--- src/rtl/keypad_pkg.sv ---
// rtl/keypad_pkg.sv - shared types and constants for the keypad scan decoder
package keypad_pkg;

  localparam int KEY_CODE_W = 4;

  typedef enum logic [1:0] {
    ST_IDLE    = 2'd0,
    ST_CAND    = 2'd1,
    ST_PRESSED = 2'd2,
    ST_REL     = 2'd3
  } key_state_e;

  typedef enum logic [1:0] {
    RES_NONE     = 2'd0,
    RES_KEY      = 2'd1,
    RES_CONFLICT = 2'd2
  } round_res_e;

  localparam logic [3:0] ROW0_N   = 4'b1110;
  localparam logic [3:0] ROW1_N   = 4'b1101;
  localparam logic [3:0] ROW2_N   = 4'b1011;
  localparam logic [3:0] ROW3_N   = 4'b0111;
  localparam logic [3:0] COL_OPEN = 4'b1111;

  // Index of the single low bit of an active-low one-hot nibble.
  function automatic logic [1:0] onehot_n_index(input logic [3:0] v);
    logic [1:0] idx;
    idx = 2'd0;
    for (int i = 0; i < 4; i++) begin
      if (!v[i]) idx = 2'(i);
    end
    return idx;
  endfunction

  function automatic logic [3:0] sat_inc(input logic [3:0] v);
    return (v == 4'hF) ? v : v + 4'd1;
  endfunction

endpackage

--- src/rtl/keypad_round_collector.sv ---
// rtl/keypad_round_collector.sv - folds one scan round of row/col samples into a single result
module keypad_round_collector
  import keypad_pkg::*;
(
  input  logic                  keypad_clk,
  input  logic                  reset,
  input  logic [3:0]            keypad_row,
  input  logic [3:0]            keypad_col,
  output logic                  round_end,
  output round_res_e            round_result,
  output logic [KEY_CODE_W-1:0] round_code
);

  logic                  hit_q, hit_d;
  logic                  conf_q, conf_d;
  logic [KEY_CODE_W-1:0] code_q, code_d;

  logic                  row_valid;
  logic [3:0]            col_low;
  logic                  one_low;
  logic                  multi_low;
  logic                  sample_hit;
  logic [KEY_CODE_W-1:0] sample_code;
  logic                  m_hit, m_conf;
  logic [KEY_CODE_W-1:0] m_code;

  always_comb begin
    row_valid = (keypad_row == ROW0_N) || (keypad_row == ROW1_N) ||
                (keypad_row == ROW2_N) || (keypad_row == ROW3_N);
    col_low     = ~keypad_col;
    one_low     = (col_low != 4'd0) && ((col_low & (col_low - 4'd1)) == 4'd0);
    multi_low   = row_valid && (col_low != 4'd0) && !one_low;
    sample_hit  = row_valid && one_low;
    sample_code = {onehot_n_index(keypad_row), onehot_n_index(keypad_col)};

    // The round result includes the sample taken on the round-ending edge.
    m_hit  = hit_q | sample_hit;
    m_conf = conf_q | multi_low | (hit_q & sample_hit);
    m_code = hit_q ? code_q : sample_code;

    round_end    = row_valid && (keypad_row == ROW3_N);
    round_code   = m_code;
    round_result = m_conf ? RES_CONFLICT : (m_hit ? RES_KEY : RES_NONE);

    hit_d  = hit_q;
    conf_d = conf_q;
    code_d = code_q;
    if (round_end) begin
      hit_d  = 1'b0;
      conf_d = 1'b0;
      code_d = '0;
    end else if (row_valid) begin
      hit_d  = m_hit;
      conf_d = m_conf;
      code_d = m_code;
    end
  end

  always_ff @(posedge keypad_clk or negedge reset) begin
    if (!reset) begin
      hit_q  <= 1'b0;
      conf_q <= 1'b0;
      code_q <= '0;
    end else begin
      hit_q  <= hit_d;
      conf_q <= conf_d;
      code_q <= code_d;
    end
  end

endmodule

--- src/rtl/keypad_scan_decoder.sv ---
// rtl/keypad_scan_decoder.sv - debounced 4x4 keypad decoder with press/release filtering
module keypad_scan_decoder
  import keypad_pkg::*;
#(
  parameter int DEBOUNCE_ROUNDS = 2,
  parameter int RELEASE_ROUNDS  = 2
) (
  input  logic                  keypad_clk,
  input  logic                  reset,
  input  logic [3:0]            keypad_row,
  input  logic [3:0]            keypad_col,
  output logic [KEY_CODE_W-1:0] key_code,
  output logic                  key_valid,
  output logic                  key_held
);

  localparam logic [3:0] DEB_N = 4'(DEBOUNCE_ROUNDS);
  localparam logic [3:0] REL_N = 4'(RELEASE_ROUNDS);

  logic                  round_end;
  round_res_e            round_result;
  logic [KEY_CODE_W-1:0] round_code;

  key_state_e            state_q, state_d;
  logic [KEY_CODE_W-1:0] cand_q, cand_d;
  logic [3:0]            cnt_q, cnt_d;
  logic [3:0]            rcnt_q, rcnt_d;
  logic [KEY_CODE_W-1:0] key_code_q, key_code_d;
  logic                  key_valid_q, key_valid_d;

  keypad_round_collector u_collector (
    .keypad_clk   (keypad_clk),
    .reset        (reset),
    .keypad_row   (keypad_row),
    .keypad_col   (keypad_col),
    .round_end    (round_end),
    .round_result (round_result),
    .round_code   (round_code)
  );

  always_comb begin
    state_d     = state_q;
    cand_d      = cand_q;
    cnt_d       = cnt_q;
    rcnt_d      = rcnt_q;
    key_code_d  = key_code_q;
    key_valid_d = 1'b0;

    if (round_end) begin
      unique case (state_q)
        ST_IDLE, ST_CAND: begin
          if (round_result == RES_KEY) begin
            if (state_q == ST_CAND && round_code == cand_q) begin
              cnt_d = sat_inc(cnt_q);
            end else begin
              cand_d = round_code;
              cnt_d  = 4'd1;
            end
            // Acceptance always latches the code that earned the count.
            if (cnt_d >= DEB_N) begin
              state_d     = ST_PRESSED;
              key_code_d  = cand_d;
              key_valid_d = 1'b1;
              rcnt_d      = 4'd0;
            end else begin
              state_d = ST_CAND;
            end
          end else begin
            state_d = ST_IDLE;
            cnt_d   = 4'd0;
          end
        end
        ST_PRESSED: begin
          if (round_result == RES_NONE) begin
            rcnt_d  = 4'd1;
            state_d = (rcnt_d >= REL_N) ? ST_IDLE : ST_REL;
          end
        end
        ST_REL: begin
          if (round_result == RES_NONE) begin
            rcnt_d = sat_inc(rcnt_q);
            if (rcnt_d >= REL_N) state_d = ST_IDLE;
          end else if (round_result == RES_KEY && round_code == key_code_q) begin
            state_d = ST_PRESSED;
            rcnt_d  = 4'd0;
          end else begin
            rcnt_d = 4'd0;
          end
        end
        default: state_d = ST_IDLE;
      endcase
    end
  end

  always_ff @(posedge keypad_clk or negedge reset) begin
    if (!reset) begin
      state_q     <= ST_IDLE;
      cand_q      <= '0;
      cnt_q       <= 4'd0;
      rcnt_q      <= 4'd0;
      key_code_q  <= '0;
      key_valid_q <= 1'b0;
    end else begin
      state_q     <= state_d;
      cand_q      <= cand_d;
      cnt_q       <= cnt_d;
      rcnt_q      <= rcnt_d;
      key_code_q  <= key_code_d;
      key_valid_q <= key_valid_d;
    end
  end

  assign key_code  = key_code_q;
  assign key_valid = key_valid_q;
  assign key_held  = (state_q == ST_PRESSED) || (state_q == ST_REL);

endmodule
--- config.mk ---
export PLATFORM = sky130hd
export DESIGN_NAME = keypad_scan_decoder
export DESIGN_NICKNAME = d
export VERILOG_FILES = /design/src/rtl/keypad_pkg.sv /design/src/rtl/keypad_round_collector.sv /design/src/rtl/keypad_scan_decoder.sv
export SDC_FILE = /design/constraint.sdc
export NUM_CORES = 1
export LEC_CHECK = 0
export BUFFER_PORTS_ARGS = -buffer_cell sky130_fd_sc_hd__buf_2
export CAP_MARGIN = 5
export CORE_MARGIN = 1
export CORE_UTILIZATION = 59
export DETAILED_ROUTE_END_ITERATION = 8
export GPL_ROUTABILITY_DRIVEN = 0
export PLACE_DENSITY = 0.79
export REMOVE_ABC_BUFFERS = 1
export SLEW_MARGIN = 20
export SYNTH_ARGS = -nofsm -noshare
export SYNTH_HDL_FRONTEND = slang
export SYNTH_HIERARCHICAL = 1
export SYNTH_SLANG_ARGS = --single-unit
--- constraint.sdc ---
create_clock -name keypad_clk -period 2.65 [get_ports keypad_clk]
set_input_delay 0.53 -clock keypad_clk [delete_from_list [all_inputs] [get_ports keypad_clk]]
set_output_delay 0.53 -clock keypad_clk [all_outputs]
set_load 0.1 [all_outputs]
Word-level counts from Yosys, hierarchy flattened
Cells that the tools add are included.
{"block": "classes", "eq_ne": 17, "addsub": 3, "magnitude_cmp": 2, "mux": 39, "n_bitwise": 6, "n_reduce_logical": 23, "div_mod_pow": 0, "n_shift": 0, "n_mul": 0}
{"operator": "$mux W4", "n": 15}
{"operator": "$mux W2", "n": 11}
{"operator": "$eq A4 B4 Y1 const B", "n": 5}
{"operator": "$pmux W4 S3", "n": 1}
{"operator": "$reduce_and A4 Y1", "n": 3}
{"operator": "$mux W1", "n": 11}
{"operator": "$add A4 B1 Y4 const B", "n": 2}
{"operator": "$eq A4 B4 Y1", "n": 2}
{"operator": "$ge A4 B2 Y1 const B", "n": 2}
{"operator": "$logic_and A1 B1 Y1", "n": 7}
{"operator": "$ne A2 B2 Y1 const B", "n": 3}
{"operator": "$ne A3 B3 Y1 const B", "n": 2}
{"operator": "$pmux W2 S3", "n": 1}
{"operator": "$and A4 B4 Y4", "n": 1}
{"operator": "$eq A2 B1 Y1 const B", "n": 2}
{"operator": "$eq A2 B2 Y1 const B", "n": 2}
{"operator": "$eq A4 B3 Y1 const B", "n": 1}
{"operator": "$logic_not A2 Y1", "n": 2}
{"operator": "$logic_not A4 Y1", "n": 1}
{"operator": "$logic_or A1 B1 Y1", "n": 4}
{"operator": "$not A4 Y4", "n": 1}
{"operator": "$reduce_bool A4 Y1", "n": 1}
{"operator": "$sub A4 B1 Y4 const B", "n": 1}
{"operator": "$or A1 B1 Y1", "n": 3}
{"operator": "other kinds (6)", "n": 6}
{"block": "totals", "n_memories": 0, "in_bits": 10, "ff_bits": 25, "ram_bits": 0, "elab_cells": 99, "latchBits": 0, "romBits": 0}

Depth between registers and ports, before layout
Gate-level depths: netlist (run 1).
{"block": "logic_depth", "depth_word": 19, "depth_mapped": 12, "ltp_nobuf": 9}

Modules after synthesis
The synthesis (run 1) kept the hierarchy.
{"mod": "keypad_scan_decoder", "seq_area_each_um2": 475.5, "cells_each": 116, "area_per_inst_um2": 1172.4, "n_inst": 1}
{"mod": "keypad_round_collector", "seq_area_each_um2": 150.1, "cells_each": 78, "area_per_inst_um2": 650.6, "n_inst": 1}

Least setup slack after synthesis (run 1)
Ideal clock, no wire load.
{"block": "synth_timing", "path_kind": "in2reg", "start": "input port keypad_row[0]", "end": "register state_q[0]", "path_slack_ps": -58, "stages": 10, "t_arrival_ps": 2621, "path_buffers": 1, "path_cell_list": "buf_2 -> nand4b_1 -> o211ai_2 -> a21oi_1 -> a311oi_1 -> nor2_1 -> o21ai_0 -> a21oi_1 -> or4_1 -> o211ai_1"}
{"block": "synth_via", "elab_chain_len": 13}
{"element": "start: declaration", "line": "keypad_scan_decoder.sv:10", "text": "input logic [3:0] keypad_row,"}
{"element": "$eq A4 B4 Y1", "line": "keypad_round_collector.sv:28", "text": "row_valid = (keypad_row == ROW0_N) || (keypad_row == ROW1_N) ||"}
{"element": "$logic_or A1 B1 Y1 (2 in series)", "line": "keypad_round_collector.sv:28"}
{"element": "$logic_or A1 B1 Y1 (*)", "line": "keypad_round_collector.sv:29", "text": "(keypad_row == ROW2_N) || (keypad_row == ROW3_N);"}
{"element": "$logic_and A1 B1 Y1 (2 in series)", "line": "keypad_round_collector.sv:32", "text": "multi_low = row_valid && (col_low != 4'd0) && !one_low;"}
{"element": "$or A1 B1 Y1 (2 in series)", "line": "keypad_round_collector.sv:38", "text": "m_conf = conf_q | multi_low | (hit_q & sample_hit);"}
{"element": "$mux W2 (*)", "line": "keypad_round_collector.sv:43", "text": "round_result = m_conf ? RES_CONFLICT : (m_hit ? RES_KEY : RES_NONE);"}
{"element": "via round_result[0]", "line": "keypad_scan_decoder.sv:21", "text": "round_res_e round_result;"}
{"element": "$eq A2 B1 Y1", "line": "keypad_scan_decoder.sv:52, keypad_scan_decoder.sv:83"}
{"element": "$logic_and A1 B1 Y1", "line": "keypad_scan_decoder.sv:83", "text": "end else if (round_result == RES_KEY && round_code == key_code_q) begin"}
{"element": "$ne A3 B3 Y1 (no source line)"}
{"element": "$reduce_and A4 Y1 (no source line)"}
{"element": "end signal: assignment", "line": "keypad_scan_decoder.sv:104", "text": "state_q <= state_d;"}
{"element": "end: declaration", "line": "keypad_scan_decoder.sv:24", "text": "key_state_e state_q, state_d;"}
The timed path passes the listed nets; every way through them passes the cells marked *.
A chain may end at the register's enable or synchronous reset.

Worst setup path in the final report (run 1)
{"block": "layout_timing", "start": "register u_collector.hit_q", "end": "register state_q[1]"}
{"element": "start: declaration", "line": "keypad_round_collector.sv:14", "text": "logic hit_q, hit_d;"}
{"element": "start signal: assignment", "line": "keypad_round_collector.sv:65", "text": "hit_q <= hit_d;"}
{"element": "$and A1 B1 Y1 (*)", "line": "keypad_round_collector.sv:38"}
{"element": "$or A1 B1 Y1 (*)", "line": "keypad_round_collector.sv:38"}
{"element": "$mux W2 (*)", "line": "keypad_round_collector.sv:43"}
{"element": "via round_result[1]", "line": "keypad_scan_decoder.sv:21"}
{"element": "$eq A2 B1 Y1", "line": "keypad_scan_decoder.sv:52, keypad_scan_decoder.sv:83"}
{"element": "$logic_and A1 B1 Y1", "line": "keypad_scan_decoder.sv:83"}
{"element": "$ne A3 B3 Y1 (no source line)"}
{"element": "$reduce_and A4 Y1 (no source line)"}
The timed path passes the listed nets; every way through them passes the cells marked *. The select of a mux whose other input is x is not followed.

==> flow_summary_export.csv, run 1 <==
group,metric,value,unit
final_layout,regArea,625.6,sq um
yosys,ys_seq_elements,25,
setup_path,required,2.86,ns
floorplanning,die_h,57.59,um
outcome,violations,"design-rule violations",
yosys,synth_compound_area_share,26.22,%
grt,overflow,0,
floorplanning,die_w,57.59,um
route,drc,1,
sta,clock.fmax,417.1,MHz
sta,fin_crit_sh,90.48,%
sta,hold_viol,0,
yosys,synth_xor_area_share,4.804,%
yosys,synth-simple-area-share,19.97,%
final_layout,layout_commonest_cell,"dfrtp_1",
route,wire_per_inst,16.34,um
clocking,path_clk_slew,0.14,ns
sta,fin_tns_setup,0,ns
yosys,synthArstFlopShare,100.0,%
grt,antenna_found_initial,0,
power_and_ir_drop,power.leakage,0.9190,nW
final_layout,area_growth,14.00,%
final_layout,multi_input_area,0.001099,sq mm
power_and_ir_drop,p_per_area,553.5,mW/mm^2
yosys,synth_edf_count,0,
final_layout,num-fill-cells,215,
setup_path,arrival,2.61,ns
route,routed_wl,4.216,mm
floorplanning,die_area,0.003316,sq mm
setup_path,worstSetupPathType,"reg -> reg",
clocking,cts_made_buffers,3,
grt,grt_pass1_vias,1621,
setup_path,end_kind,"register",
clocking,cts_sinks,25,
sta,rsz0062_at_grt,"false",
grt,grt_max_degree,26,
yosys,synthAdderAreaFrac,3.226,%
yosys,synthCells,194,
route,num_vias,1665,
sta,timing.hold.ws,0.1674,ns
clocking,holdBufCountCts,0,
yosys,synth_area_leaders,"dfrtp_1 34%, mux2_2 4.9%, a21oi_1 4.7%, xnor2_1 3.8%, nor2_1 3.3%",
sta,worst_pin_slew,0.5571,ns
flow_run,drv_cap,0,
outcome,status,"finished with violations",
place,portBuffers,15,
yosys,avgSynthCellArea,9.397,sq um
power_and_ir_drop,ir_drop,0.0004226,V
yosys,synth_cell_types,59,
sta,fin_skew,0.003636,ns
setup_path,crit_fanout,4,
clocking,post-cts-setup-buffers,0,
final_layout,antennaDiodeCount,0,
sta,slew_headroom,62.86,%
clocking,cts_tree,"built",
place,dp_cells,254,
clocking,clock_path_buffers,2,
grt,grtUsageTotal,27.54,%
clocking,insertion_delay,0.33,ns
clocking,cts_root_buffer,"clkbuf_4",
place,hpwl,3.280,mm
setup_path,start_kind,"register",
sta,period_minus_slack,2.398,ns
yosys,synth_largest_area_cell,"dfrtp_1",
floorplanning,row_count,19,
yosys,synth_top_area_share,34.32,%
yosys,ys.warnings.count,6,
final_layout,layout.nets,241,
clocking,h-tree-depth,1,
yosys,synth_ff_type,"dfrtp_1",
sta,setup_viol,0,
yosys,synth_seq_area_share,34.32,%
yosys,synth_top_family_by_area,"compound AO/OA/AOI/OAI gates",
final_layout,final_cell_mix,"25 x dfrtp_1, 24 x buf_4, 17 x a21oi_1, 16 x nor2_1, 15 x buf_2",
final_layout,fin_area,0.002078,sq mm
route,viasPerCell,6.453,
route,first_iter_violations,88,
final_layout,drive_gt1_share,30.40,%
floorplanning,boundaryPins,16,
grt,grt_pass1_wl,7.058,mm
floorplanning,fp.coreArea,0.002853,sq mm
place,place_area,0.002052,sq mm
route,ant_nets,0,
power_and_ir_drop,p_total,1.150,mW
sta,slew_violations,0,
worst_hold_path,hold_path_class,"in -> async",
final_layout,final_cells,258,
yosys,synthMuxAreaShare,6.040,%
route,dr.pass1.iters,6,
yosys,synth_area,0.001823,sq mm
floorplanning,start_util,63.90,%
routing by layer:
metal | global-route usage, % | vias to the layer above | share of wire, %
met5 | 0 | - | 0
met1 | 34.94 | 803 | 44
li1 | - | 796 | -
met3 | 2.948 | 14 | 4.5
met4 | 11.50 | 0 | 2.5
met2 | 47.67 | 52 | 49
sequential cells by signal (all words and copies together), names as in the netlist:
signal	flops
u_collector/conf_q	1
cnt_q	4
key_valid	1
cand_q	4
rcnt_q	4
state_q	2
key_code	4
u_collector/code_q	4
u_collector/hit_q	1
layout make-up:
type	count	area share, %
Sequential cell	25	30.10
Multi-Input combinational cell	150	52.86
Inverter	9	1.626
Timing Repair Buffer	39	12.28
Clock buffer	4	1.264
Tap cell	31	1.866
power breakdown:
group	switching, mW	leakage, nW	internal (mW)	total (mW)
combinational	0.252	0.569	0.231	0.483
sequential	0.0534	0.335	0.435	0.488
clock	0.120	0.0150	0.0591	0.179
kinds of logic after synthesis:
group                      count (synthesis)
adders and majority gates                  5
and+or+nand+nor                           63
AOI/OAI and AO/OA                         62
DFF                                       25
muxes                                     10
xor gates and xnor gates                  10
buffers and inverters                     19
path summary, 6_finish.rpt:
check                                  startpoint     endpoint  slack, ns  cells past startpoint
worst max-delay path            u_collector/hit_q   state_q[1]       0.25                      9
worst min-delay path                        reset    key_valid       0.17                      1
worst max register to register  u_collector/hit_q   state_q[1]       0.25                      9
worst min register to register          cand_q[1]    cand_q[1]       0.55                      1
max in group asynchronous                   reset  key_code[2]       2.12                      1
min in group keypad_clk                 cand_q[1]    cand_q[1]       0.55                      1
stage by stage:
step                      setup WS, ns  utilization [%]
after floorplan                0.09276                -
after global placement         0.01716            71.93
after detailed placement      -0.09529            71.93
after CTS                       0.1997            72.85
after global routing           0.02150            72.85
final                           0.2524            72.85
synthesized netlist by cell type, types with 2 or more instances:
master / instances
a2111oi_2: 2
a21oi_1: 17
a221o_1: 3
a31oi_1: 5
and3_1: 5
buf_2: 4
buf_4: 2
buf_6: 2
clkbuf_1: 2
dfrtp_1: 25
ha_1: 3
inv_1: 7
inv_2: 2
mux2_2: 8
mux2i_1: 2
nand2_1: 8
nand2b_1: 4
nand3_1: 6
nand4b_1: 5
nor2_1: 16
nor2_4: 2
nor2b_1: 4
o211ai_1: 2
o21a_1: 2
o21ai_0: 9
o22ai_1: 2
o311ai_0: 3
or2_2: 3
xnor2_1: 8
xor2_1: 2
worst max-delay path, stage by stage, from the launching register on:
cell and delay [ns]:
dfrtp_1 0.43, and3b_1 0.25, o21a_1 0.13, a31o_1 0.15
a21oi_1 0.10, buf_4 0.14, nand2b_1 0.20, nor4_1 0.51
o311ai_0 0.19, o2bb2ai_1 0.18
repair_timing:
item / 4_1_cts / 5_1_grt
setup endpoints to repair: 0 / 2
hold endpoints to repair: 0 / 0
resized for setup: 0 / 1
No activity file was read; power rests on OpenSTA's default activity.
==> inputs of run 2 (changes only) <==
- CORE_UTILIZATION: 59 -> 60
- PLACE_DENSITY: 0.79 -> 0.8
- clock period: 2.65 -> 2.9 ns (I/O delays scaled with it)
==> flow_summary_export.csv, run 2 (synthesis gave the netlist of run 1 again) <==
group,metric,value,unit
setup_path,arrival,2.86,ns
floorplanning,die_w,57.12,um
route,first_iter_violations,96,
setup_path,end_kind,"register",
floorplanning,start_util,64.44,%
route,dr.pass1.iters,5,
setup_path,start_kind,"register",
setup_path,required,3.11,ns
setup_path,crit_fanout,10,
route,viasPerCell,6.490,
route,num_vias,1564,
final_layout,layout.nets,224,
power_and_ir_drop,power.leakage,0.8404,nW
power_and_ir_drop,ir_drop,0.0004473,V
floorplanning,boundaryPins,16,
grt,grt_max_degree,26,
power_and_ir_drop,power_frac_comb,38.5,%
grt,antenna_found_initial,0,
clocking,path_clk_slew,0.12,ns
final_layout,final_cell_mix,"25 x dfrtp_1, 17 x a21oi_1, 16 x nor2_1, 15 x buf_2, 9 x o21ai_0",
sta,fin_skew,0.0008441,ns
floorplanning,row_count,19,
sta,fin_tns_setup,0,ns
power_and_ir_drop,swShare,36.99,%
place,dp_cells,237,
setup_path,worst_path_max_delay_cell,"dfrtp_1",
sta,slew_violations,0,
flow_run,drv_cap,0,
grt,grt_pass1_vias,1508,
grt,grtUsageTotal,26.43,%
outcome,status,"completed",
clocking,cts_made_buffers,3,
clocking,insertion_delay,0.31,ns
final_layout,num-fill-cells,220,
floorplanning,fp.coreArea,0.002829,sq mm
floorplanning,die_h,57.12,um
sta,hold_viol,0,
setup_path,crit_path_cell_trace,"nand2b_1, nor2_1, a21oi_1, xnor2_1, nand3_1, a2111oi_4, o21ai_2, a221o_1",
final_layout,area_growth,7.069,%
route,wire_per_inst,16.06,um
worst_hold_path,hold_path_class,"in -> async",
sta,period_minus_slack,2.648,ns
power_and_ir_drop,p_sw,0.3621,mW
route,routed_wl,3.870,mm
sta,setup_viol,0,
floorplanning,die_area,0.003263,sq mm
route,ant_nets,0,
grt,grt_pass1_wl,6.748,mm
grt,overflow,0,
power_and_ir_drop,p_per_area,501.5,mW/mm^2
clocking,cts_resized,0,
clocking,clock_path_buffers,2,
sta,fin_crit_sh,91.30,%
final_layout,drive_gt1_share,25.24,%
setup_path,worstSetupPathType,"reg -> reg",
clocking,holdBufCountCts,0,
sta,clock.fmax,377.7,MHz
clocking,h-tree-depth,1,
place,hpwl,3.002,mm
sta,worst_pin_slew,0.5405,ns
route,drc,0,
place,portBuffers,15,
clocking,cts_root_buffer,"clkbuf_4",
power_and_ir_drop,pwr-share-clk,15.1,%
setup_path,cpPeakStageDelay,0.54,ns
final_layout,layout_commonest_cell,"dfrtp_1",
power_and_ir_drop,p_seq_share,46.3,%
final_layout,antennaDiodeCount,0,
clocking,cts_tree,"built",
power_and_ir_drop,intPower,0.6168,mW
clocking,cts_sinks,25,
sta,rsz0062_at_grt,"false",
sta,slew_headroom,63.96,%
clocking,post-cts-setup-buffers,0,
final_layout,final_cells,241,
## run 2: changes by cell type in the layout (fill, tap and decap cells not counted), sizes merged
cell	before	now
clkinv	0	1
clkbuf	4	3
buf	39	22
## run 2: per-stage QoR
step	setup WS [ns]	hold WS [ns]	power, mW	utilization, %	cell area [sq um]
final	0.2523	0.2310	0.9789	69.00	1952
after global routing	0.05453	0.2672	1.039	69.00	1952
after CTS	0.2652	0.2375	0.9829	69.00	1952
after detailed placement	0.05680	0.5182	0.8338	68.02	1924
after global placement	0.1696	0.5108	0.8137	68.02	1924
after floorplan	0.2928	0.2844	0.7153	-	1758
## run 2: path summary, 6_finish.rpt
kind                            slack, ns  cells after the start              start        end
worst min-delay path                 0.23                      1              reset   cnt_q[3]
min in group keypad_clk              0.54                      1          cand_q[3]  cand_q[3]
worst max-delay path                 0.25                      8  u_collector/hit_q  rcnt_q[0]
worst min register to register       0.54                      1          cand_q[3]  cand_q[3]
worst max register to register       0.25                      8  u_collector/hit_q  rcnt_q[0]
max in group asynchronous            2.31                      1              reset  cand_q[2]
## run 2: power by group through the flow
stage                     clock network (mW)  registers (mW)  logic, mW
after detailed placement                   0           0.460      0.374
after CTS                              0.153           0.453      0.376
after floorplan                            0           0.448      0.267
after global routing                   0.161           0.461      0.417
after global placement                     0           0.453      0.360
final                                  0.148           0.454      0.377
## run 2: area by class of cell
| cell class | instances | area (sq um) | share of cell area [%] |
|---|---|---|---|
| clock buffers | 3 | 22.52 | 1.154 |
| clock inverters | 1 | 5.005 | 0.2564 |
| inverters | 9 | 33.78 | 1.731 |
| multi-input cells | 150 | 1099 | 56.28 |
| flip-flops and latches | 25 | 625.6 | 32.05 |
| well taps | 31 | 38.79 | 1.987 |
| repair buffers | 22 | 127.6 | 6.538 |
## run 2: worst max-delay path, delay by kind of cell (launching register included)
| kind | cells | cell delay (ns) |
|---|---|---|
| AOI/OAI and AO/OA | 4 | 1.24 |
| and+or+nand+nor | 3 | 0.58 |
| xor gates and xnor gates | 1 | 0.17 |
| DFF | 1 | 0.54 |
## run 2: routing by layer
metal  track usage (%)  part of all wire [%]
met5                 0                     0
met4             5.575                  0.90
met3             4.762                   2.9
met2             46.72                    51
met1             34.02                    45
